<file path="config.mk">
export PLATFORM = sky130hd
export DESIGN_NAME = seq_chunk_adder
export DESIGN_NICKNAME = d
export VERILOG_FILES = /design/src/rtl/seq_chunk_adder_pkg.sv /design/src/rtl/seq_chunk_adder_slice.sv /design/src/rtl/seq_chunk_adder.sv
export SDC_FILE = /design/constraint.sdc
export NUM_CORES = 1
export LEC_CHECK = 0
export CORE_UTILIZATION = 34
export CTS_CLUSTER_SIZE = 30
export DETAILED_ROUTE_END_ITERATION = 10
export PLACE_DENSITY = 0.56
export RECOVER_POWER = 100
export SLEW_MARGIN = 15
export SYNTH_ARGS = -nofsm -noshare
export SYNTH_HDL_FRONTEND = slang
export SYNTH_HIERARCHICAL = 1
export SYNTH_SLANG_ARGS = --single-unit
</file>
<file path="constraint.sdc">
create_clock -name clk -period 2.54 [get_ports clk]
set_input_delay 0.381 -clock clk [delete_from_list [all_inputs] [get_ports clk]]
set_output_delay 0.381 -clock clk [all_outputs]
set_load 0.01 [all_outputs]
</file>
<file path="src/rtl/seq_chunk_adder_pkg.sv">
// ---------------------------------------------------------------------------
// seq_chunk_adder_pkg
//   Shared declarations for the chunk-serial adder:
//     state_t    : FSM state encoding (IDLE, RUN, DONE)
//     nchunk()   : number of CHUNK-bit slices in a WIDTH-bit operand
//     idx_width(): bit width of a chunk index able to address nchunk slices
// ---------------------------------------------------------------------------
package seq_chunk_adder_pkg;

  typedef enum logic [1:0] {
    IDLE = 2'd0,
    RUN  = 2'd1,
    DONE = 2'd2
  } state_t;

  function automatic int nchunk(input int width, input int chunk);
    return width / chunk;
  endfunction

  // A single-chunk configuration still needs a 1-bit index register.
  function automatic int idx_width(input int n);
    return (n > 1) ? $clog2(n) : 1;
  endfunction

endpackage

</file>
<file path="src/rtl/seq_chunk_adder_slice.sv">
// ---------------------------------------------------------------------------
// seq_chunk_adder_slice
//   Purely combinational CHUNK-bit ripple slice: {co, s} = x + y + ci.
//   Ports:
//     x, y : CHUNK-bit operand slices
//     ci   : carry into the slice
//     s    : CHUNK-bit slice sum
//     co   : carry out of the slice MSB
// ---------------------------------------------------------------------------
module seq_chunk_adder_slice #(
  parameter int CHUNK = 4
) (
  input  logic [CHUNK-1:0] x,
  input  logic [CHUNK-1:0] y,
  input  logic             ci,
  output logic [CHUNK-1:0] s,
  output logic             co
);

  logic [CHUNK:0] w_total;

  assign w_total = {1'b0, x} + {1'b0, y} + {{CHUNK{1'b0}}, ci};
  assign s       = w_total[CHUNK-1:0];
  assign co      = w_total[CHUNK];

endmodule

</file>
<file path="src/rtl/seq_chunk_adder.sv">
// ---------------------------------------------------------------------------
// seq_chunk_adder
//   Multi-cycle adder that processes CHUNK bits per clock. Operands are
//   captured on an in_valid handshake in IDLE, summed one slice per cycle in
//   RUN, and the result is held in DONE until out_ready is seen.
//   Accept-to-out_valid latency is NCHUNK+1 cycles: NCHUNK slice cycles plus
//   one cycle that transfers the final carry into cout.
//
//   Optional feature macro: SEQ_CHUNK_ADDER_SUB_EN
//     When defined, an extra input 'sub' is captured with the operands and
//     sub=1 computes a - b as a + ~b + 1 (cin ignored; cout=1 means no borrow).
//
//   Ports:
//     clk       : clock, rising edge
//     rst_n     : synchronous active-low reset
//     in_valid  : operands a, b, cin present
//     in_ready  : block idle and able to accept operands
//     a, b      : WIDTH-bit operands
//     cin       : carry-in
//     out_valid : sum / cout valid
//     out_ready : consumer accepts result
//     sum       : WIDTH-bit result (modulo 2^WIDTH)
//     cout      : carry out of bit WIDTH-1
//     sub       : (macro only) subtract select
// ---------------------------------------------------------------------------
module seq_chunk_adder
  import seq_chunk_adder_pkg::*;
#(
  parameter int WIDTH = 16,
  parameter int CHUNK = 4
) (
  input  logic             clk,
  input  logic             rst_n,
  input  logic             in_valid,
  output logic             in_ready,
  input  logic [WIDTH-1:0] a,
  input  logic [WIDTH-1:0] b,
  input  logic             cin,
  output logic             out_valid,
  input  logic             out_ready,
  output logic [WIDTH-1:0] sum,
  output logic             cout
`ifdef SEQ_CHUNK_ADDER_SUB_EN
  ,
  input  logic             sub
`endif
);

  localparam int NCHUNK = nchunk(WIDTH, CHUNK);
  localparam int IDX_W  = idx_width(NCHUNK);

  generate
    if ((WIDTH % CHUNK) != 0) begin : g_chunk_check
      $error("seq_chunk_adder: WIDTH must be a multiple of CHUNK");
    end
  endgenerate

  state_t             r_state;
  logic [WIDTH-1:0]   r_a;
  logic [WIDTH-1:0]   r_b;
  logic [WIDTH-1:0]   r_sum;
  logic               r_carry;
  logic               r_cout;
  logic               r_fin;       // last slice done; next RUN cycle publishes cout
  logic               r_in_ready;
  logic               r_out_valid;
  logic [IDX_W-1:0]   r_idx;

  logic [CHUNK-1:0]   w_x;
  logic [CHUNK-1:0]   w_y;
  logic [CHUNK-1:0]   w_s;
  logic               w_co;
  logic [WIDTH-1:0]   w_sum_upd;

  // Select the operand slice addressed by the chunk index.
  always_comb begin
    w_x = '0;
    w_y = '0;
    for (int i = 0; i < NCHUNK; i++) begin
      if (r_idx == IDX_W'(i)) begin
        w_x = r_a[i*CHUNK +: CHUNK];
        w_y = r_b[i*CHUNK +: CHUNK];
      end
    end
  end

  seq_chunk_adder_slice #(
    .CHUNK (CHUNK)
  ) u_slice (
    .x  (w_x),
    .y  (w_y),
    .ci (r_carry),
    .s  (w_s),
    .co (w_co)
  );

  // Merge the fresh slice result into the running sum; other slices keep
  // their current value.
  genvar gi;
  generate
    for (gi = 0; gi < NCHUNK; gi++) begin : g_sum_upd
      assign w_sum_upd[gi*CHUNK +: CHUNK] =
        (r_idx == IDX_W'(gi)) ? w_s : r_sum[gi*CHUNK +: CHUNK];
    end
  endgenerate

  always_ff @(posedge clk) begin
    if (!rst_n) begin
      r_state     <= IDLE;
      r_a         <= '0;
      r_b         <= '0;
      r_sum       <= '0;
      r_carry     <= 1'b0;
      r_cout      <= 1'b0;
      r_fin       <= 1'b0;
      r_idx       <= '0;
      r_in_ready  <= 1'b1;
      r_out_valid <= 1'b0;
    end else begin
      case (r_state)
        IDLE: begin
          if (in_valid) begin
            r_a <= a;
`ifdef SEQ_CHUNK_ADDER_SUB_EN
            // Two's-complement subtract: invert b and force carry-in.
            r_b     <= sub ? ~b : b;
            r_carry <= sub ? 1'b1 : cin;
`else
            r_b     <= b;
            r_carry <= cin;
`endif
            r_idx      <= '0;
            r_fin      <= 1'b0;
            r_in_ready <= 1'b0;
            r_state    <= RUN;
          end
        end

        RUN: begin
          if (!r_fin) begin
            r_sum   <= w_sum_upd;
            r_carry <= w_co;
            if (r_idx == IDX_W'(NCHUNK - 1)) begin
              r_fin <= 1'b1;
            end else begin
              r_idx <= r_idx + IDX_W'(1);
            end
          end else begin
            r_cout      <= r_carry;
            r_out_valid <= 1'b1;
            r_state     <= DONE;
          end
        end

        DONE: begin
          if (out_ready) begin
            r_out_valid <= 1'b0;
            r_in_ready  <= 1'b1;
            r_state     <= IDLE;
          end
        end

        default: begin
          r_out_valid <= 1'b0;
          r_in_ready  <= 1'b1;
          r_state     <= IDLE;
        end
      endcase
    end
  end

  assign in_ready  = r_in_ready;
  assign out_valid = r_out_valid;
  assign sum       = r_sum;
  assign cout      = r_cout;

endmodule

</file>
Word level (Yosys, flattened, before mapping)
Cells that the tools add are included.
Word-level totals
  flip-flop bits (word level): 57
  input bits: 37
  output and inout port bits: 19
  logic and storage cells: 72
Cells by class
  $add $sub $neg: 3
  equal/unequal tests: 10
  multiplexer cells: 28
  bitwise gates (word level): 3
  reductions and logical operators: 15
Operators with widths (count)
  $mux W4: 8
  $reduce_and A3 Y1: 8
  $mux W2: 6
  $ne A2 B2 Y1 const B: 5
  $mux W1: 8
  $eq A2 B2 Y1 const B: 3
  $pmux W1 S3: 2
  $pmux W2 S3: 1
  $reduce_and A2 Y1: 3
  $add A4 B4 Y5: 1
  $add A5 B1 Y5: 1
  $eq A2 B1 Y1 const B: 2
  $logic_not A2 Y1: 2
  $pmux W1 S2: 2
  $pmux W2 S2: 1
  $reduce_and A4 Y1: 1
  $not A1 Y1: 3
  $add A2 B1 Y2 const B: 1
  $reduce_bool A2 Y1: 1

Logic depth before layout (Yosys ltp)
Gate-level depths: netlist of the first run.
  depth in word-level cells: 9
  mapped depth: 16
  mapped depth without buffers: 14

By module
Netlist of the first run, hierarchy kept.
By module, submodules not included
  seq_chunk_adder: times used 1, cells each 305, area each 2558.7 um^2, sequential area each 1141.1 um^2
  seq_chunk_adder_slice: times used 1, cells each 16, area each 143.9 um^2, sequential area each 0.0 um^2

Least setup slack after synthesis of the first run
Ideal clock, no wire load.
  kind: register to register
  start: register r_idx[0]
  end: register r_carry
  library setup time: 0.119 ns
  arrival: 2.458 ns
  required time: 2.421 ns
  path slack: -0.037 ns
  cell stages (with the launch flop): 17
  path buffers: 2
  period minus slack after synthesis: 2.577 ns
  cell sequence: dfxtp_1 inv_1 ha_1 clkbuf_1 buf_2 a21oi_1 o21ai_0 a22o_1 fa_1 inv_1 fa_1 nor2b_1 o21ai_0 nand2b_1 inv_1 a21boi_0 o221a_2
On the way
  word-level cells in the longest chain between the ends: 9
  elaborated cells between the ends (all ways): 16
  classes of those cells: 2 x add/sub; 3 x eq/ne; 10 x mux; 1 x reduce/logical
RTL lines
  start, declared: RTL line seq_chunk_adder.sv:67  | logic [IDX_W-1:0] r_idx;
  start signal, assigned: RTL line seq_chunk_adder.sv:146  | r_idx <= r_idx + IDX_W'(1);
  $logic_not A2 Y1: RTL line seq_chunk_adder.sv:80  | if (r_idx == IDX_W'(i)) begin
  $mux W4 (3 in a row): RTL line seq_chunk_adder.sv:80
  $mux W4 (*): RTL line seq_chunk_adder.sv:80
  named net w_y[0]: RTL line seq_chunk_adder.sv:70  | logic [CHUNK-1:0] w_y;
  $add A4 B4 Y5 (*): RTL line seq_chunk_adder_slice.sv:22  | assign w_total = {1'b0, x} + {1'b0, y} + {{CHUNK{1'b0}}, ci};
  $add A5 B1 Y5 (*): RTL line seq_chunk_adder_slice.sv:22
  named net w_co: RTL line seq_chunk_adder.sv:72  | logic w_co;
  $mux W1 (*): RTL line seq_chunk_adder.sv:140  | if (!r_fin) begin
  $pmux W1 S2 (*): RTL line seq_chunk_adder.sv:120  | case (r_state)
  end signal, assigned: RTL line seq_chunk_adder.sv:130  | r_carry <= cin;
  end signal, assigned: RTL line seq_chunk_adder.sv:142  | r_carry <= w_co;
  end, declared: RTL line seq_chunk_adder.sv:62  | logic r_carry;
The timed path passes the listed nets; every way through them passes the cells marked *. The select of a mux whose other input is x is not followed.
A chain may end at the register's enable or synchronous reset.

Worst setup path after layout of the first run
  start: register r_idx[0]
  end: register r_carry
On the way
  word-level cells in the longest chain between the ends: 9
  elaborated cells between the ends (all ways): 16
  classes of those cells: 2 x add/sub; 3 x eq/ne; 10 x mux; 1 x reduce/logical
RTL lines
  $logic_not A2 Y1: RTL line seq_chunk_adder.sv:80
  $mux W4 (3 in a row): RTL line seq_chunk_adder.sv:80
  $mux W4 (*): RTL line seq_chunk_adder.sv:80
  named net w_x[0]: RTL line seq_chunk_adder.sv:69  | logic [CHUNK-1:0] w_x;
  $add A4 B4 Y5 (*): RTL line seq_chunk_adder_slice.sv:22
  $add A5 B1 Y5 (*): RTL line seq_chunk_adder_slice.sv:22
  named net w_co: RTL line seq_chunk_adder.sv:72
  $mux W1 (*): RTL line seq_chunk_adder.sv:140
  $pmux W1 S2 (*): RTL line seq_chunk_adder.sv:120
Marked as above.

==> results of run 1 <==
==> final cells by class <==
class | instances | share of cell area [%]
well taps | 102 | 3.59
flip-flops and latches | 57 | 32.3
repair buffers | 65 | 17.9
clock inverters | 3 | 0.423
inverters | 16 | 1.69
multi-input cells | 225 | 39.6
clock buffers | 13 | 4.47
==> where the power goes <==
| part | switching (mW) | total [mW] | leakage (nW) | internal (mW) |
|---|---|---|---|---|
| Clock | 0.349 | 0.752 | 0.0932 | 0.402 |
| Sequential | 0.0337 | 0.974 | 0.467 | 0.940 |
| Combinational | 0.161 | 0.331 | 0.923 | 0.170 |
| Total | 0.545 | 2.06 | 1.48 | 1.51 |
==> how the worst min path moves through the flow <==
stage	endpoint	slack, ps	depth (start not counted)
3_5_place_dp	r_b[2]	450	2
6_report	sum[4]	450	2
3_3_place_gp	sum[6]	450	2
5_1_grt	r_a[15]	480	2
2_1_floorplan	r_a[10]	440	2
4_1_cts	r_a[11]	460	2
==> synthesized netlist by cell type <==
master and instances:
buf_4 4, a21boi_1 26, nor2_1 1, mux2i_1 17, nand2_2 1, a21oi_2 1, or3b_1 1, nand2_1 101
nor3b_4 2, a22o_1 8, o22ai_1 2, a21boi_0 9, nand2b_1 3, or4b_4 1, fa_1 2, nand3b_1 1
a21oi_1 19, buf_2 5, o21ai_0 12, o2bb2ai_1 1, nor3_1 1, buf_6 4, clkbuf_1 9, a21o_1 1
inv_1 16, ha_1 7, xnor2_1 2, dfxtp_1 57, o221a_2 1, and2_1 2, buf_1 1, nor2b_1 3
==> worst max-delay path: stages (launching register included) <==
cell      delay [ps]
dfxtp_4          360
ha_1             320
a21oi_1          190
a22o_1           190
fa_2             230
inv_2             50
fa_2             370
nor2b_1          120
o21ai_0           80
nand2b_1          70
inv_1             30
a21boi_0         130
o221a_2          190
==> flip-flops by register name, summed over array words and instances, names as in the netlist <==
register	cells
sum	16
r_carry	1
in_ready	1
r_idx	2
out_valid	1
cout	1
r_b	16
r_state	2
r_a	16
r_fin	1
==> timing repair <==
| item | 4_1_cts | 5_1_grt |
|---|---|---|
| endpoints found under the hold margin | 0 | 0 |
| endpoints found under the setup margin | 0 | 13 |
| gates resized for setup | 0 | 17 |
==> kinds of logic (layout without fill, tap and decap cells) <==
kind of cell / Yosys count / after routing / share of synthesized area [%]
compound gates: 80 / 80 / 19.9
buf+inv: 39 / 97 / 7.31
flops: 57 / 57 / 42.2
fa+ha+maj: 9 / 9 / 4.72
xor+xnor: 2 / 2 / 0.648
simple gates: 117 / 117 / 18.9
mux: 17 / 17 / 6.30
==> cells in the final DEF (no fill, tap or decap) <==
cell	n
clkdlybuf4s50_1	35
inv_1	13
o22ai_1	2
dfxtp_1	55
clkbuf_1	2
a21oi_1	18
clkbuf_8	11
nor3_1	1
fa_2	2
inv_2	3
ha_4	3
nand2_1	102
clkbuf_2	1
a21boi_0	33
buf_12	1
or3b_1	1
o21ai_0	9
buf_4	8
dfxtp_4	2
dlygate4sd3_1	20
o2bb2ai_1	1
xnor2_1	2
a21o_1	1
nand2b_1	3
o221a_2	1
a22o_1	8
and2_1	2
a21boi_1	2
clkinv_2	3
nor2_1	1
o21ai_1	3
or4b_4	1
a21oi_2	2
nor2b_1	3
nor3b_4	2
nand3b_1	1
mux2i_1	17
ha_1	4
==> routing by layer <==
metal  GRT usage [%]  vias up
li1                -     1167
met1            20.5      985
met2            22.9       50
met3            5.11        9
met4            6.35        0
met5               0        -
==> stage by stage <==
step	instances	cell area [sq um]	power [mW]	util [%]
2_1_floorplan	321	2710	1.20	-
3_3_place_gp	465	3330	1.32	43.4
3_5_place_dp	465	3330	1.33	43.4
4_1_cts	481	3510	2.08	45.6
5_1_grt	481	3550	2.17	46.2
6_report	481	3550	2.06	46.2
==> results.tsv, run 1 <==
metric	value	unit
CTS tree	done	
crit path from	r_idx[0]	
Layout area overhead	31.5	%
clock transition at the registers of the reported paths	60	ps
critical path class	reg -> reg	
Worst-Skew Late Latency	340	ps
first-pass GRT wire length	9910	microns
root buffer cell	clkbuf_8	
Post-CTS Hold Buffers	0	
DRT iter0 DRCs	71	
Synth cell types	32	
VDD IR max	291	uV
TritonRoute pass-1 iters	4	
Leak	1.48	nW
Hold Path Origin	sum[4]	
worst-path maximum fanout	9	
vias per cell	4.60	
PnR worst setup slack	154	ps
Mapped Area	2700	sq um
Cells after Synth	321	
Fin Hold WS	454	ps
sequential element share of the synthesized area	42.2	%
Die ar.	8310	sq um
post-synth top area cell	dfxtp_1	
number of global-route vias before repair	2024	
relative slew slack	52.0	%
antenna-violating nets left	0	
metal3 WL	262	microns
RePlAce Congestion	0.800	
die height	91.2	microns
Met2 Routed Length	2620	microns
layout cells sized above 1	10.6	%
Initial Utilization	35.2	%
Slew Viols, Final	0	
Worst Path Arrival	2670	ps
largest net degree at the start of global routing	64	
CTS sink cnt	57	
maximum clock rate	419	MHz
pwr dens	579	nW/um^2
Worst Setup EP	r_carry	
yosys warns	6	
average wire per standard cell	12.4	microns
initial antenna violation count	0	
CTS Buf Count	9	
Worst Setup End Kind	flop	
# nets final	420	
multi-input combinational cell area	1410	sq um
Max-Cap Viols	0	
number of fill cells	794	
chip width	91.2	microns
Critical R2R Capture	r_carry	
clk_skew	10.7	ps
WL met1	2990	microns
syn nets	367	
Critical R2R Launch	r_idx[0]	
startpoint types	flop	
Placement Setup Slack	20.7	ps
worst-margin pin slew	720	ps
Hold Crit Class	reg -> reg	
# Post-CTS Setup Buffers	0	
setup total negative slack	0	ps
FF+latch count, synth	57	
CTS H-tree depth	3	
vias	2211	
GRT overflow	0	
ANT cells	0	
Avg Cell Area, Syn	8.42	sq um
share of the synthesized area in the top cell type	42.2	%
gr usage total	15.5	%
Core ar.	7690	sq um
Worst Path Required	2820	ps
# DRC	0	
period utilisation layout	93.9	%
FF-to-FF path depth	12	
Area contributors post-synth	dfxtp_1 42%, nand2_1 14%, a21boi_1 7.2%	
Clock Tree Buf Depth	2	
register area	1150	sq um
flop-to-flop setup slack	150	ps
HPWL after detailed placement	4170	microns
Detailed Route WL	5970	microns
PortBufs	55	
DR top layer	met4	
Hold Fails Final Rpt	0	
num rows	32	
RSZ-0062 raised after global routing	no	
Final min period	2390	ps
final setup violation count	0	
outcome	finished, final reports clean	
IO Pins	56	
Power figures use the tool's default switching activity.
==> run 2: changes to the inputs <==
--- a/config.mk
+++ b/config.mk
@@ -8,9 +8,10 @@
 export CORE_UTILIZATION = 34
 export CTS_CLUSTER_SIZE = 30
 export DETAILED_ROUTE_END_ITERATION = 10
+export MAX_ROUTING_LAYER = met4
 export PLACE_DENSITY = 0.56
 export RECOVER_POWER = 100
-export SLEW_MARGIN = 15
+export SLEW_MARGIN = 40
 export SYNTH_ARGS = -nofsm -noshare
 export SYNTH_HDL_FRONTEND = slang
 export SYNTH_HIERARCHICAL = 1
==> constraint.sdc (replaced) <==
create_clock -name clk -period 2.11 [get_ports clk]
set_input_delay 0.3165 -clock clk [delete_from_list [all_inputs] [get_ports clk]]
set_output_delay 0.3165 -clock clk [all_outputs]
set_load 0.01 [all_outputs]
==> run 2 against run 1 <==
Routed wire length shrank 2.1%. Clock-buffer cell count down 1. Sequential power increased by 20%. Global-route usage is 0.16 points higher. Maximum frequency increased by 5.7%. Worst setup slack got worse by 300 ps. Hold slack worse by 0.55 ps. Flip-flop and latch count is the same. Sequential share of layout area fell by 1.0 points. Non-clock buffer count is 6 higher. The run now ends with negative setup slack left. Die area did not move.
==> results.tsv, run 2 (synthesized netlist as in run 1, its figures left out) <==
metric	value	unit	change
number of global-route vias before repair	2083		+2.9%
failing checks	negative setup slack		
clk_skew	4.20	ps	-6.47 ps
Initial Utilization	35.2	%	unchanged
Hold Path Cell Cnt	2		unchanged
first-pass GRT wire length	9970	microns	+0.63%
startpoint types	flop		
DRT iter0 DRCs	83		+17%
Net Sw Power	660	uW	+21%
DR top layer	met4		
commonest non-fill, non-tap cell in the layout	nand2_1		
Post-CTS Hold Buffers	0		unchanged
IO Pins	56		unchanged
critical path class	reg -> reg		
Final min period	2260	ps	-128 ps
clock network fraction of total power	36.1	%	-0.5 points
Met2 Routed Length	2650	microns	+1.1%
Slew Viols, Final	0		unchanged
WL met1	2860	microns	-4.4%
GRT overflow	0		unchanged
PortBufs	55		unchanged
total power	2.54	mW	+24%
die height	91.2	microns	unchanged
Worst Path Arrival	2480	ps	-190 ps
Critical R2R Capture	r_carry		
gr usage total	15.6	%	+0.16 points
Combinational Power Share	17.8	%	+1.7 points
outcome	finished, violations left		
average wire per standard cell	12.0	microns	-3.1%
CTS tree	done		
vias per cell	4.63		+0.67%
dpl cell area	3410	sq um	+2.3%
RSZ-0062 raised after global routing	yes		
largest net degree at the start of global routing	64		unchanged
metal3 WL	249	microns	-5.0%
crit path from	r_idx[0]		
TritonRoute pass-1 iters	4		unchanged
number of fill cells	770		-3.0%
HPWL after detailed placement	4260	microns	+2.3%
# DRC	0		unchanged
Clock Tree Buf Depth	2		unchanged
Max-Cap Viols	0		unchanged
PnR worst setup slack	-148	ps	-302 ps
Placement Setup Slack	-241	ps	-261 ps
post-layout util	47.8	%	+1.5 points
cell internal pwr	1.88	mW	+24%
root buffer cell	clkbuf_8		
worst-margin pin slew	469	ps	-251 ps
maximum clock rate	443	MHz	+5.7%
Hold Crit Class	reg -> reg		
num rows	32		unchanged
Worst Path Required	2330	ps	-490 ps
pwr dens	692	nW/um^2	+20%
Worst Setup End Kind	flop		
period utilisation layout	107	%	+13 points
clock transition at the registers of the reported paths	60	ps	about the same
ANT cells	0		unchanged
Core ar.	7690	sq um	unchanged
sequential share of power	46.2	%	-1.2 points
antenna-violating nets left	0		unchanged
initial antenna violation count	0		unchanged
CTS sink cnt	57		unchanged
relative slew slack	68.7	%	+17 points
VDD IR max	256	uV	-12%
Net Sw Frac	26.0	%	-0.51 points
final setup violation count	13		+13
Hold Fails Final Rpt	0		unchanged
worst-path maximum fanout	7		-2
most frequent cells in the layout	100 x nand2_1, 55 x dfxtp_1, 55 x clkdlybuf4s50_1		
Critical R2R Launch	r_idx[0]		
Worst Setup EP	r_carry		
Worst-Skew Late Latency	330	ps	about the same
vias	2249		+1.7%
CTS H-tree depth	3		unchanged
final cell area excluding filler cells	3670	sq um	+3.3%
FF-to-FF path depth	14		+2
layout cells sized above 1	14.8	%	+4.3 points
Detailed Route WL	5840	microns	-2.1%
RePlAce Congestion	0.781		-2.3%
CTS Buf Count	9		unchanged
Leak	1.48	nW	+0.11%
Die ar.	8310	sq um	unchanged
Layout area overhead	35.8	%	
# nets final	426		+1.4%
chip width	91.2	microns	unchanged
flop-to-flop setup slack	-150	ps	-300 ps
run 2: cell types whose count changed in the layout (fill, tap and decap cells not counted), sizes merged:
cell / before / now
buf: 9 / 16
dlygate4sd3: 20 / 0
clkdlybuf4s50: 35 / 55
clkbuf: 14 / 12
run 2: repair_timing:
item,in CTS,in global routing
pin swaps,6,4
resized for setup,8,9
setup endpoints to repair,13,13
buffers inserted,0,1
gates cloned,0,0
run 2: stage by stage:
step	instances	hold slack (ps)	TNS, ps
after global placement	470	444	-1620
after detailed placement	470	448	-2230
after floorplan	321	435	-1910
final	486	453	-1540
after global routing	486	471	-3340
after CTS	485	457	-1920
run 2: routing by layer:
metal,global-route usage (%),up-vias
met3,4.61,10
met2,24.2,53
li1,-,1177
met1,19.6,1009
met4,4.76,0
met5,-,-
run 2: area by class of cell:
type	instances	area [sq um]	area share, %
sequential	57	1150	31.3
inverter	16	65.1	1.77
clock buffer	12	165	4.50
tap	102	128	3.48
timing repair buffer	71	687	18.7
clock inverter	3	15.0	0.409
multi-input combinational	225	1460	39.8
run 2: worst max-delay path: stages (launching register included):
cell      delay [ps]
dfxtp_4          380
inv_4             50
ha_4             190
a21oi_4          120
o21ai_2           60
a22o_1           230
fa_2             410
inv_2             60
fa_2             190
nor2b_1           50
o21ai_1          110
nand2b_1          70
inv_1             50
a21boi_1          50
o221a_2          130
run 2: how the worst min path moves through the flow:
stage / from / endpoint / slack (ps)
2_1_floorplan: r_a[10] / r_a[10] / 440
3_3_place_gp: r_a[8] / r_a[8] / 440
3_5_place_dp: r_a[11] / r_a[11] / 450
4_1_cts: r_a[11] / r_a[11] / 460
5_1_grt: r_a[10] / r_a[10] / 470
6_report: r_b[6] / r_b[6] / 450
run 2: power groups by stage:
stage          Combinational (mW)  Sequential (mW)  Clock (mW)
5_1_grt                     0.508             1.18       0.995
2_1_floorplan               0.276             1.19           0
4_1_cts                     0.446             1.17       0.942
6_report                    0.451             1.17       0.917
3_3_place_gp                0.423             1.20           0
3_5_place_dp                0.429             1.20           0
==> run 3: changes to the inputs <==
--- a/config.mk
+++ b/config.mk
@@ -5,13 +5,13 @@
 export SDC_FILE = /design/constraint.sdc
 export NUM_CORES = 1
 export LEC_CHECK = 0
+export CORE_MARGIN = 5
 export CORE_UTILIZATION = 34
 export CTS_CLUSTER_SIZE = 30
 export DETAILED_ROUTE_END_ITERATION = 10
 export MAX_ROUTING_LAYER = met4
 export PLACE_DENSITY = 0.56
 export RECOVER_POWER = 100
-export SLEW_MARGIN = 40
 export SYNTH_ARGS = -nofsm -noshare
 export SYNTH_HDL_FRONTEND = slang
 export SYNTH_HIERARCHICAL = 1
==> run 3 against run 2 <==
The flow still finishes with violations (negative setup slack). Die area up 18%. Critical path depth is the same. Clock skew hardly changed. Worst setup slack improved by 5.9 ps. Non-clock buffer count is 5 higher. Combinational power about the same.
==> results.tsv, run 3 (synthesized netlist as in run 1, its figures left out) <==
metric	value	unit	change
worst path cell trace	inv_4 > ha_4 > buf_6 > o21ai_2 > a22o_1 > fa_2 > inv_2 > fa_2 > nor2b_1 > o21ai_1 > nand2b_1 > inv_1 > a21boi_1 > o221a_2		
Worst Setup End Kind	flop		
Core ar.	7730	sq um	+0.52%
final setup violation count	13		unchanged
maximum clock rate	444	MHz	+0.26%
Detailed Route WL	6330	microns	+8.3%
total power	2.59	mW	+1.9%
Final min period	2250	ps	-5.92 ps
CTS Buf Count	9		unchanged
clock transition at the registers of the reported paths	60	ps	about the same
RSZ-0062 raised after global routing	yes		
number of global-route vias before repair	2287		+9.8%
outcome	finished, violations left		
ANT cells	0		unchanged
GRT overflow	0		unchanged
setup total negative slack	-1510	ps	+34.3 ps
IO Pins	56		unchanged
critical path class	reg -> reg		
final cell area excluding filler cells	3710	sq um	+0.99%
# nets final	431		+1.2%
Leak	1.56	nW	+4.8%
CTS H-tree depth	3		unchanged
vias per cell	4.63		about the same
relative slew slack	59.8	%	-8.8 points
Net Sw Power	670	uW	+1.5%
layout cells sized above 1	15.9	%	+1.1 points
PnR worst setup slack	-142	ps	+5.92 ps
register area	1150	sq um	unchanged
DRT iter0 DRCs	69		-17%
dpl cell area	3430	sq um	+0.44%
PortBufs	55		unchanged
startpoint types	flop		
Placement Setup Slack	-262	ps	-21.6 ps
Worst Path Arrival	2530	ps	+50 ps
num rows	32		unchanged
vias	2278		+1.3%
worst-path maximum fanout	6		-1
root buffer cell	clkbuf_8		
number of fill cells	748		-2.9%
worst-margin pin slew	603	ps	+133 ps
die height	99.2	microns	+8.8%
gr usage total	14.1	%	-1.5 points
CTS sink cnt	57		unchanged
Initial Utilization	35.0	%	-0.18 points
average wire per standard cell	12.9	microns	+7.0%
Clock Tree Buf Depth	2		unchanged
Combinational Power Share	17.3	%	-0.5 points
first-pass GRT wire length	10800	microns	+8.3%
largest net degree at the start of global routing	64		unchanged
cell internal pwr	1.92	mW	+2.0%
Die ar.	9830	sq um	+18%
VDD IR max	256	uV	-0.18%
period utilisation layout	107	%	-0.28 points
commonest non-fill, non-tap cell in the layout	nand2_1		
# DRC	0		unchanged
Slew Viols, Final	0		unchanged
Max-Cap Viols	0		unchanged
most frequent cells in the layout	98 x nand2_1, 55 x dfxtp_1, 35 x clkdlybuf4s50_1		
HPWL after detailed placement	4570	microns	+7.3%
failing checks	negative setup slack		
chip width	99.2	microns	+8.8%
CTS tree	done		
slowest cell on the critical path	dfxtp_4		
Layout area overhead	37.2	%	
Hold Crit Class	reg -> reg		
pwr dens	698	nW/um^2	+0.91%
clk_skew	4.64	ps	+0.443 ps
Net Sw Frac	25.9	%	-0.094 points
sequential share of power	45.3	%	-0.9 points
multi-input combinational cell area	1450	sq um	-1.0%
Worst Path Required	2390	ps	+60 ps
Worst path max stage delay	390	ps	-20 ps
CP dominant cell by count	fa_2		
RePlAce Congestion	0.755		-3.3%
initial antenna violation count	0		unchanged
clock network fraction of total power	37.3	%	+1.2 points
Hold Fails Final Rpt	0		unchanged
TritonRoute pass-1 iters	4		unchanged
antenna-violating nets left	0		unchanged
Worst-Skew Late Latency	330	ps	about the same
## run 3: timing repair
action                     in CTS  in global routing
hold buffers                    0                  0
gates resized for setup        15                  3
pin swaps                       7                  4
buffers inserted                4                  0
setup endpoints to repair      13                 13
## run 3: worst max-delay path, delay by kind of cell, from the launching register on
kind,cells,cell delay (ps)
AND/OR/NAND/NOR,2,180
adder cells (fa/ha/maj),3,730
flip-flops,1,390
AO/OA/AOI/OAI,5,640
buffers and inverters,4,260
## run 3: per-layer routing
layer	share of wire [%]	wire, microns	track usage (%)	up-vias
met5	0	0	-	-
met4	1.8	114	5.67	0
met3	4.3	271	3.58	11
met2	46	2890	21.8	49
met1	48	3050	17.6	1032
li1	-	-	-	1186
## run 3: power groups by stage
stage	clock, mW	sequential [mW]	combinational, mW
6_report	0.967	1.17	0.449
5_1_grt	1.04	1.18	0.502
4_1_cts	0.993	1.17	0.457
3_5_place_dp	0	1.20	0.430
3_3_place_gp	0	1.20	0.423
2_1_floorplan	0	1.19	0.276
## run 3: final cells by class
type                       count  share of cell area [%]
clock buffer                  14                    4.93
clock inverter                 2                   0.270
inverter                      16                    1.75
tap                          102                    3.44
sequential                    57                    31.0
multi-input combinational    225                    39.0
timing repair buffer          76                    19.6
## run 3: stage by stage
stage	util, %	hold slack, ps	cells
floorplan	-	435	321
global placement	44.3	443	472
detailed placement	44.3	447	472
CTS	47.8	456	492
global route	48.0	477	492
finish	48.0	455	492
## run 3: final timing paths
path	from	to	slack (ps)	depth (start not counted)
max	r_idx[1]	r_carry	-140	14
min	sum[4]	sum[4]	450	2
max reg2reg	r_idx[1]	r_carry	-140	14
min reg2reg	sum[4]	sum[4]	450	2
